`src/rtl/forth_boot_loader.sv`:
```
// Boot sequencer for the forth CPU: receives a framed program image, writes it into
// instruction RAM, verifies the checksum and releases the core. Reload option: FORTH_BOOT_RELOAD_EN.
module forth_boot_loader #(
    parameter int          IMEM_DEPTH     = 1024,
    parameter logic [7:0]  SYNC_BYTE      = 8'hA5,
    parameter int          TIMEOUT_CYCLES = 65535
) (
    input  logic        clk,
    input  logic        reset,
    input  logic        rx_valid,
    input  logic [7:0]  rx_data,
    output logic        rx_ready,
    output logic        imem_we,
    output logic [9:0]  imem_addr,
    output logic [15:0] imem_wdata,
    output logic        cpu_reset,
    output logic        load_done,
    output logic        load_error,
    output logic [10:0] words_loaded
);

    localparam int              TW       = $clog2(TIMEOUT_CYCLES + 1);
    localparam logic [TW-1:0]   TMO_LAST = TW'(TIMEOUT_CYCLES - 1);
    localparam logic [16:0]     DEPTH_L  = 17'(IMEM_DEPTH);

    typedef enum logic [3:0] {
        S_IDLE    = 4'd0,
        S_LEN_LO  = 4'd1,
        S_LEN_HI  = 4'd2,
        S_DATA_LO = 4'd3,
        S_DATA_HI = 4'd4,
        S_WRITE   = 4'd5,
        S_CSUM    = 4'd6,
        S_RUN     = 4'd7,
        S_ERR     = 4'd8
    } state_t;

    state_t        state_q, state_d;
    logic [15:0]   len_q, len_d;
    logic [7:0]    lo_q, lo_d;
    logic [7:0]    csum_q, csum_d;
    logic [TW-1:0] tmo_q, tmo_d;
    logic          rx_ready_q, rx_ready_d;
    logic          imem_we_q, imem_we_d;
    logic [9:0]    imem_addr_q, imem_addr_d;
    logic [15:0]   imem_wdata_q, imem_wdata_d;
    logic          cpu_reset_q, cpu_reset_d;
    logic          load_done_q, load_done_d;
    logic          load_error_q, load_error_d;
    logic [10:0]   words_loaded_q, words_loaded_d;

    logic          accept_s;
    logic          timing_s;
    logic          tmo_hit_s;
    logic [10:0]   wl_inc_s;
    logic [15:0]   len_new_s;

    // The checksum is a running XOR over every byte after the sync marker.
    function automatic logic [7:0] csum_next(input logic [7:0] acc, input logic [7:0] b);
        return acc ^ b;
    endfunction

    // State and output registers
    always_ff @(posedge clk or posedge reset) begin
        if (reset) begin
            state_q        <= S_IDLE;
            len_q          <= 16'd0;
            lo_q           <= 8'd0;
            csum_q         <= 8'd0;
            tmo_q          <= '0;
            rx_ready_q     <= 1'b1;
            imem_we_q      <= 1'b0;
            imem_addr_q    <= 10'd0;
            imem_wdata_q   <= 16'd0;
            cpu_reset_q    <= 1'b1;
            load_done_q    <= 1'b0;
            load_error_q   <= 1'b0;
            words_loaded_q <= 11'd0;
        end else begin
            state_q        <= state_d;
            len_q          <= len_d;
            lo_q           <= lo_d;
            csum_q         <= csum_d;
            tmo_q          <= tmo_d;
            rx_ready_q     <= rx_ready_d;
            imem_we_q      <= imem_we_d;
            imem_addr_q    <= imem_addr_d;
            imem_wdata_q   <= imem_wdata_d;
            cpu_reset_q    <= cpu_reset_d;
            load_done_q    <= load_done_d;
            load_error_q   <= load_error_d;
            words_loaded_q <= words_loaded_d;
        end
    end

    // Next-state and next-output logic
    always_comb begin
        state_d        = state_q;
        len_d          = len_q;
        lo_d           = lo_q;
        csum_d         = csum_q;
        tmo_d          = tmo_q;
        imem_we_d      = 1'b0;
        imem_addr_d    = imem_addr_q;
        imem_wdata_d   = imem_wdata_q;
        cpu_reset_d    = cpu_reset_q;
        load_done_d    = 1'b0;
        load_error_d   = load_error_q;
        words_loaded_d = words_loaded_q;

        accept_s  = rx_valid && rx_ready_q;
        wl_inc_s  = words_loaded_q + 11'd1;
        len_new_s = {rx_data, len_q[7:0]};
        tmo_hit_s = (tmo_q == TMO_LAST);
        timing_s  = (state_q == S_LEN_LO)  || (state_q == S_LEN_HI) ||
                    (state_q == S_DATA_LO) || (state_q == S_DATA_HI) ||
                    (state_q == S_WRITE)   || (state_q == S_CSUM);

        if (timing_s && !accept_s) begin
            tmo_d = tmo_q + {{(TW-1){1'b0}}, 1'b1};
        end else begin
            tmo_d = '0;
        end

        // An accepted byte always wins over a timeout expiring in the same cycle.
        case (state_q)
            S_IDLE: begin
                if (accept_s && (rx_data == SYNC_BYTE)) begin
                    state_d        = S_LEN_LO;
                    load_error_d   = 1'b0;
                    words_loaded_d = 11'd0;
                    csum_d         = 8'd0;
                end else begin
                    state_d = S_IDLE;
                end
            end
            S_LEN_LO: begin
                if (accept_s) begin
                    len_d[7:0] = rx_data;
                    csum_d     = csum_next(csum_q, rx_data);
                    state_d    = S_LEN_HI;
                end else if (tmo_hit_s) begin
                    state_d = S_ERR;
                end else begin
                    state_d = S_LEN_LO;
                end
            end
            S_LEN_HI: begin
                if (accept_s) begin
                    len_d  = len_new_s;
                    csum_d = csum_next(csum_q, rx_data);
                    if ({1'b0, len_new_s} > DEPTH_L) begin
                        state_d = S_ERR;
                    end else if (len_new_s == 16'd0) begin
                        state_d = S_CSUM;
                    end else begin
                        state_d = S_DATA_LO;
                    end
                end else if (tmo_hit_s) begin
                    state_d = S_ERR;
                end else begin
                    state_d = S_LEN_HI;
                end
            end
            S_DATA_LO: begin
                if (accept_s) begin
                    lo_d    = rx_data;
                    csum_d  = csum_next(csum_q, rx_data);
                    state_d = S_DATA_HI;
                end else if (tmo_hit_s) begin
                    state_d = S_ERR;
                end else begin
                    state_d = S_DATA_LO;
                end
            end
            S_DATA_HI: begin
                if (accept_s) begin
                    csum_d       = csum_next(csum_q, rx_data);
                    imem_we_d    = 1'b1;
                    imem_addr_d  = words_loaded_q[9:0];
                    imem_wdata_d = {rx_data, lo_q};
                    state_d      = S_WRITE;
                end else if (tmo_hit_s) begin
                    state_d = S_ERR;
                end else begin
                    state_d = S_DATA_HI;
                end
            end
            S_WRITE: begin
                words_loaded_d = wl_inc_s;
                if (tmo_hit_s) begin
                    state_d = S_ERR;
                end else if ({5'd0, wl_inc_s} < len_q) begin
                    state_d = S_DATA_LO;
                end else begin
                    state_d = S_CSUM;
                end
            end
            S_CSUM: begin
                if (accept_s) begin
                    if (rx_data == csum_q) begin
                        state_d     = S_RUN;
                        cpu_reset_d = 1'b0;
                        load_done_d = 1'b1;
                    end else begin
                        state_d = S_ERR;
                    end
                end else if (tmo_hit_s) begin
                    state_d = S_ERR;
                end else begin
                    state_d = S_CSUM;
                end
            end
            S_RUN: begin
`ifdef FORTH_BOOT_RELOAD_EN
                if (accept_s && (rx_data == SYNC_BYTE)) begin
                    state_d        = S_LEN_LO;
                    cpu_reset_d    = 1'b1;
                    load_error_d   = 1'b0;
                    words_loaded_d = 11'd0;
                    csum_d         = 8'd0;
                end else begin
                    state_d = S_RUN;
                end
`else
                state_d = S_RUN;
`endif
            end
            S_ERR: begin
                load_error_d = 1'b1;
                state_d      = S_IDLE;
            end
            default: begin
                state_d = S_IDLE;
            end
        endcase

        if ((state_d == S_WRITE) || (state_d == S_ERR)) begin
            rx_ready_d = 1'b0;
        end else begin
            rx_ready_d = 1'b1;
        end
    end

    assign rx_ready     = rx_ready_q;
    assign imem_we      = imem_we_q;
    assign imem_addr    = imem_addr_q;
    assign imem_wdata   = imem_wdata_q;
    assign cpu_reset    = cpu_reset_q;
    assign load_done    = load_done_q;
    assign load_error   = load_error_q;
    assign words_loaded = words_loaded_q;

endmodule

```
`config.mk`:
```
export PLATFORM = sky130hd
export DESIGN_NAME = forth_boot_loader
export DESIGN_NICKNAME = d
export VERILOG_FILES = /design/src/rtl/forth_boot_loader.sv
export SDC_FILE = /design/constraint.sdc
export NUM_CORES = 1
export LEC_CHECK = 0
export ABC_AREA = 1
export CORE_MARGIN = 2
export CORE_UTILIZATION = 35
export DETAILED_ROUTE_END_ITERATION = 6
export PLACE_DENSITY_LB_ADDON = 0.2
export REMOVE_ABC_BUFFERS = 1
export SLEW_MARGIN = 25
export SYNTH_ARGS = -nofsm -noshare
export SYNTH_HDL_FRONTEND = slang
export SYNTH_SLANG_ARGS = --single-unit
```
`constraint.sdc`:
```
create_clock -name clk -period 2.99 [get_ports clk]
set_clock_uncertainty 0.2 [all_clocks]
set_input_delay 0.299 -clock clk [delete_from_list [all_inputs] [get_ports clk]]
set_output_delay 0.299 -clock clk [all_outputs]
set_load 0.005 [all_outputs]
```
## Yosys cells after proc, flatten, opt, wreduce, memory -nomap -nowiden

Cells that the tools add are included.

- Add/sub/neg operators: 2
- Magnitude comparators: 2
- Eq/ne operators: 15
- Muxes and demuxes: 33
- Bitwise gates (word level): 2
- Reduce and logical (&&, ||, !) cells: 24

Operators with widths:

| cell | number |
|---|---|
| $mux W4 | 13 |
| $pmux W4 S8 | 1 |
| $pmux W8 S2 | 2 |
| $mux W8 | 3 |
| $pmux W11 S2 | 1 |
| $eq A4 B3 Y1 const B | 5 |
| $add A16 B1 Y16 const B | 1 |
| $eq A16 B16 Y1 const B | 1 |
| $gt A16 B11 Y1 const B | 1 |
| $logic_not A16 Y1 | 1 |
| $lt A11 B16 Y1 | 1 |
| $mux W16 | 1 |
| $add A11 B1 Y11 const B | 1 |
| $mux W11 | 1 |
| $reduce_and A2 Y1 | 5 |
| $reduce_and A3 Y1 | 3 |
| $eq A4 B2 Y1 const B | 2 |
| $eq A4 B4 Y1 const B | 2 |
| $eq A8 B8 Y1 | 1 |
| $eq A8 B8 Y1 const B | 1 |
| $mux W1 | 8 |
| $xor A8 B8 Y8 | 1 |
| $logic_or A1 B1 Y1 | 6 |
| $mux W3 | 2 |
| 10 further kinds | 14 |

- Flip-flop bits (word level): 94
- Output and inout bits: 42
- Logic and storage cells: 92

## Depth between registers and ports, before layout

Gate-level depths: netlist of run 1.

- Depth after elaboration: 8
- Depth in mapped cells: 18

## Worst setup path before layout of run 1

Ideal clock, no wire load.

- Path type: reg-to-reg
- Start point: register words_loaded_q[0] (netlist: words_loaded[0])
- End point: register state_q[2]
- Data arrival time: 1.956 ns
- Required time: 2.662 ns
- Setup slack: 0.706 ns
- Stages on the path, launching flop included: 18
- Buffers on the path: 0
- Path through: dfrtp_1 > inv_1 > nor3_1 > nand2_1 > nor2_1 > nand4_1 > nand2_1 > inv_1 > ha_1 > nand2_1 > inv_1 > nor2_1 > o21a_1 > nand2_1 > nand2_1 > nand2_1 > nand2_1 > nand3_1

- Longest elaborated chain between the ends: 5

RTL lines:

| what | line | RTL |
|---|---|---|
| start, declared | 50 | `logic [10:0] words_loaded_q, words_loaded_d;` |
| start signal, assigned | 92 | `words_loaded_q <= words_loaded_d;` |
| $add A11 B1 Y11 | 112 | `wl_inc_s = words_loaded_q + 11'd1;` |
| $lt A11 B16 Y1 | 193 | `end else if ({5'd0, wl_inc_s} < len_q) begin` |
| $mux W3 | 193 |  |
| $mux W4 | 191 | `if (tmo_hit_s) begin` |
| $pmux W4 S8 | 126 | `case (state_q)` |
| net state_d[2] | 38 | `state_t state_q, state_d;` |
| end signal, assigned | 80 | `state_q <= state_d;` |
| end, declared | 38 |  |

The timed path passes the listed nets, and every way through them passes these cells.
A chain may end at the register's enable or synchronous reset.

## Worst setup path in the final report of run 1

Same ends and word-level chain as after synthesis.

==> results of run 1 <==
-- stage by stage --
step,hold slack (ns),instances
after floorplan,0.242,583
after global placement,0.240,815
after detailed placement,0.243,815
after CTS,0.151,831
after global routing,0.173,831
final,0.114,831
-- state kept, by name (all words and copies together), names as in the netlist --
name,cells
state_q,4
words_loaded,11
load_done,1
imem_wdata,16
len_q,16
load_error,1
cpu_reset,1
lo_q,8
rx_ready,1
tmo_q,16
csum_q,8
imem_we,1
imem_addr,10
-- how the worst min path moves through the flow --
stage / start / to / slack (ns) / cells past startpoint
final: reset / csum_q[2]$_DFFE_PP0P_ / 0.11 / 3
after CTS: reset / csum_q[2]$_DFFE_PP0P_ / 0.15 / 3
after detailed placement: cpu_reset$_DFFE_PP1P_ / cpu_reset$_DFFE_PP1P_ / 0.24 / 2
after global placement: cpu_reset$_DFFE_PP1P_ / cpu_reset$_DFFE_PP1P_ / 0.24 / 2
after floorplan: cpu_reset$_DFFE_PP1P_ / cpu_reset$_DFFE_PP1P_ / 0.24 / 2
after global routing: reset / csum_q[2]$_DFFE_PP0P_ / 0.17 / 3
-- metal layers --
| layer | vias to the layer above | share of wire (%) | track usage [%] |
|---|---|---|---|
| met4 | 0 | 2.7 | 8.33 |
| met2 | 71 | 46 | 27.0 |
| li1 | 2020 | - | - |
| met5 | - | 0 | 0 |
| met1 | 1897 | 48 | 23.2 |
| met3 | 19 | 3.0 | 2.72 |
-- power by group through the flow --
stage          sequential [mW]  combinational [mW]  clock (mW)
6_report                  1.27              0.0806        1.12
5_1_grt                   1.27              0.0927        1.20
4_1_cts                   1.27              0.0839        1.15
3_5_place_dp              1.30              0.0839           0
3_3_place_gp              1.30              0.0828           0
2_1_floorplan             1.30              0.0420           0
-- critical path, cell delays in order, from the launching register on --
cell and delay [ns]:
dfrtp_1 0.46, inv_1 0.12, nor3_1 0.23, nand2_1 0.11
nor2_1 0.18, nand4_1 0.14, nand2_1 0.09, inv_1 0.04
ha_1 0.28, nand2_1 0.07, inv_1 0.03, nor2_1 0.08
o21a_1 0.12, nand2_1 0.04, nand2_1 0.06, nand2_1 0.05
nand2_1 0.06, nand3_1 0.07
-- kinds of logic after synthesis --
family	Yosys count
XOR/XNOR	9
buffers and inverters	88
AND/OR/NAND/NOR	301
flip-flops	94
adder cells (fa/ha/maj)	13
AO/OA/AOI/OAI	87
-- synth_stat cells --
master and instances:
a21oi_1 9, a21oi_2 4, a32o_1 1, and3_1 1, buf_2 4, buf_4 1, buf_6 4, dfrtp_1 92
dfstp_2 2, ha_1 13, inv_1 73, inv_2 5, inv_4 1, nand2_1 176, nand2_2 5, nand2_4 1
nand3_1 27, nand3_2 1, nand4_1 13, nor2_1 54, nor2_2 1, nor2_4 3, nor2_8 1, nor3_1 6
nor3_2 2, nor3_4 3, nor3b_1 1, nor4_1 5, o21a_1 1, o21ai_0 36, o21ai_1 17, o21ai_2 13
o21ai_4 1, o22ai_1 5, or2_2 1, xor2_1 9
-- area by class of cell --
cell class	instances	area [µm²]	area share, %
Multi-Input combinational cell	410	2110	36.2
Timing Repair Buffer	56	563	9.66
Sequential cell	94	2350	40.4
Tap cell	176	220	3.78
Clock buffer	11	253	4.33
Inverter	79	300	5.15
Clock inverter	5	31.3	0.536
==> out/metrics.yaml, run 1 <==
status: "complete, no violations"
ant_nets: 0
maxCapViolCount: 0
end_kind: "flip-flop"
synth_area_leaders: "dfrtp_1 (48%), nand2_1 (14%), inv_1 (5.7%)"
dr.pass1.iters: 4
cts_setup_buffers: 0
grt_max_degree: 63
yosysTopAreaCellShare_pct: 47.6
place_hpwl_um: 8610
syn_to_final_growth_pct: 20.6
cp-start-kind: "flip-flop"
dieArea_um2: 14800
r2r_end: "state_q[2]$_DFF_PP0_"
vias_per_cell: 4.82
muxShareOfSynthArea_pct: 0
place_area_um2: 5550
ys_seq_area_share_pct: 48.7
clock.fmax_mhz: 387
synth_area_um2: 4830
total_power_mw: 2.47
max_slew.worst_pin.slew_ns: 0.491
startpoint: "words_loaded[0]$_DFFE_PP0P_"
synth_fa_ha_area_share_pct: 3.36
avgSynthCellArea_um2: 8.17
critPathKind: "flip-flop to flip-flop"
clkSinkCount: 94
yosys.area_share.simple_pct: 27.8
synth_top_area_cell: "dfrtp_1"
drt_iter0_drc: 268
drt-total-wl_um: 11600
preCtsSetupSlack_ns: 0.410
slew_violations: 0
synth-compound-area-share_pct: 10.8
clk_latency_ns: 0.36
layout.nets: 674
die_y_um: 122
p_sw_mw: 0.567
cts-resized-gates: 0
synth_xor_xnor_area_share_pct: 1.63
period_needed_ns: 2.59
cts_tree: "yes"
synth_top_family_by_area: "simple AND/OR/NAND/NOR gates"
seqPwrFrac_pct: 51.5
crit_fanout: 6
cts_hold_buf: 0
clock_path_buffers: 2
finalHoldViolations: 0
gr-usage-all-layers_pct: 17.2
min_path_type: "input pin to async pin"
io_pins: 53
peakVddDrop_v: 0.000199
final_layout_size_suffix_gt1_share_pct: 9.92
comb_power_share_pct: 3.3
syn_inst: 592
htreeDepth: 3
ys_types: 36
worstRegToRegCells: 17
drc: 0
gp_congestion: 0.854
antenna_found_initial: 0
grt_pass1_vias: 4002
core_area_um2: 13300
fin_util_pct: 43.7
initial_core_util_pct: 36.2
overflow: 0
ys_warn_count: 0
p_int_mw: 1.90
numPortBuffers: 52
rsz0062_at_grt: "no"
period_share_pct: 86.5
cts_buffers: 9
ys_ff_latch: 94
vias: 4007
num_antenna_cells: 0
p_per_area_nw_per_um2: 424
clkPwrFrac_pct: 45.3
setup_slack_ns: 0.404
final_area_um2: 5830
final-setup-viol-count: 0
r2r-start: "words_loaded[0]$_DFFE_PP0P_"
routedWlPerCell_um: 13.9
reg2reg_slack_ns: 0.40
cp.required_ns: 3.02
cp.arrival_ns: 2.61
num_rows: 42
slew_headroom_pct: 67.2
grt_pass1_wl_um: 19700
power_switching_share_pct: 23.0
final_common_cell: "nand2_1"
endpoint: "state_q[2]$_DFF_PP0_"
fin_tns_setup_ns: 0
clk_pin_slew_worst_paths_ns: 0.07
layout_common_cells: "nand2_1 (176), dfrtp_1 (92), inv_1 (72)"
ctsRootBufferMaster: "clkbuf_16"
fillers: 1347
die_x_um: 122
leakage_nw: 2.82
Note: power is estimated with default switching activity, not from simulation.
==> run 2: changes to the inputs <==
CAP_MARGIN = 25   (was unset)
==> results of run 2 <==
The final DEF is identical to that of run 1; final timing and power are the same.
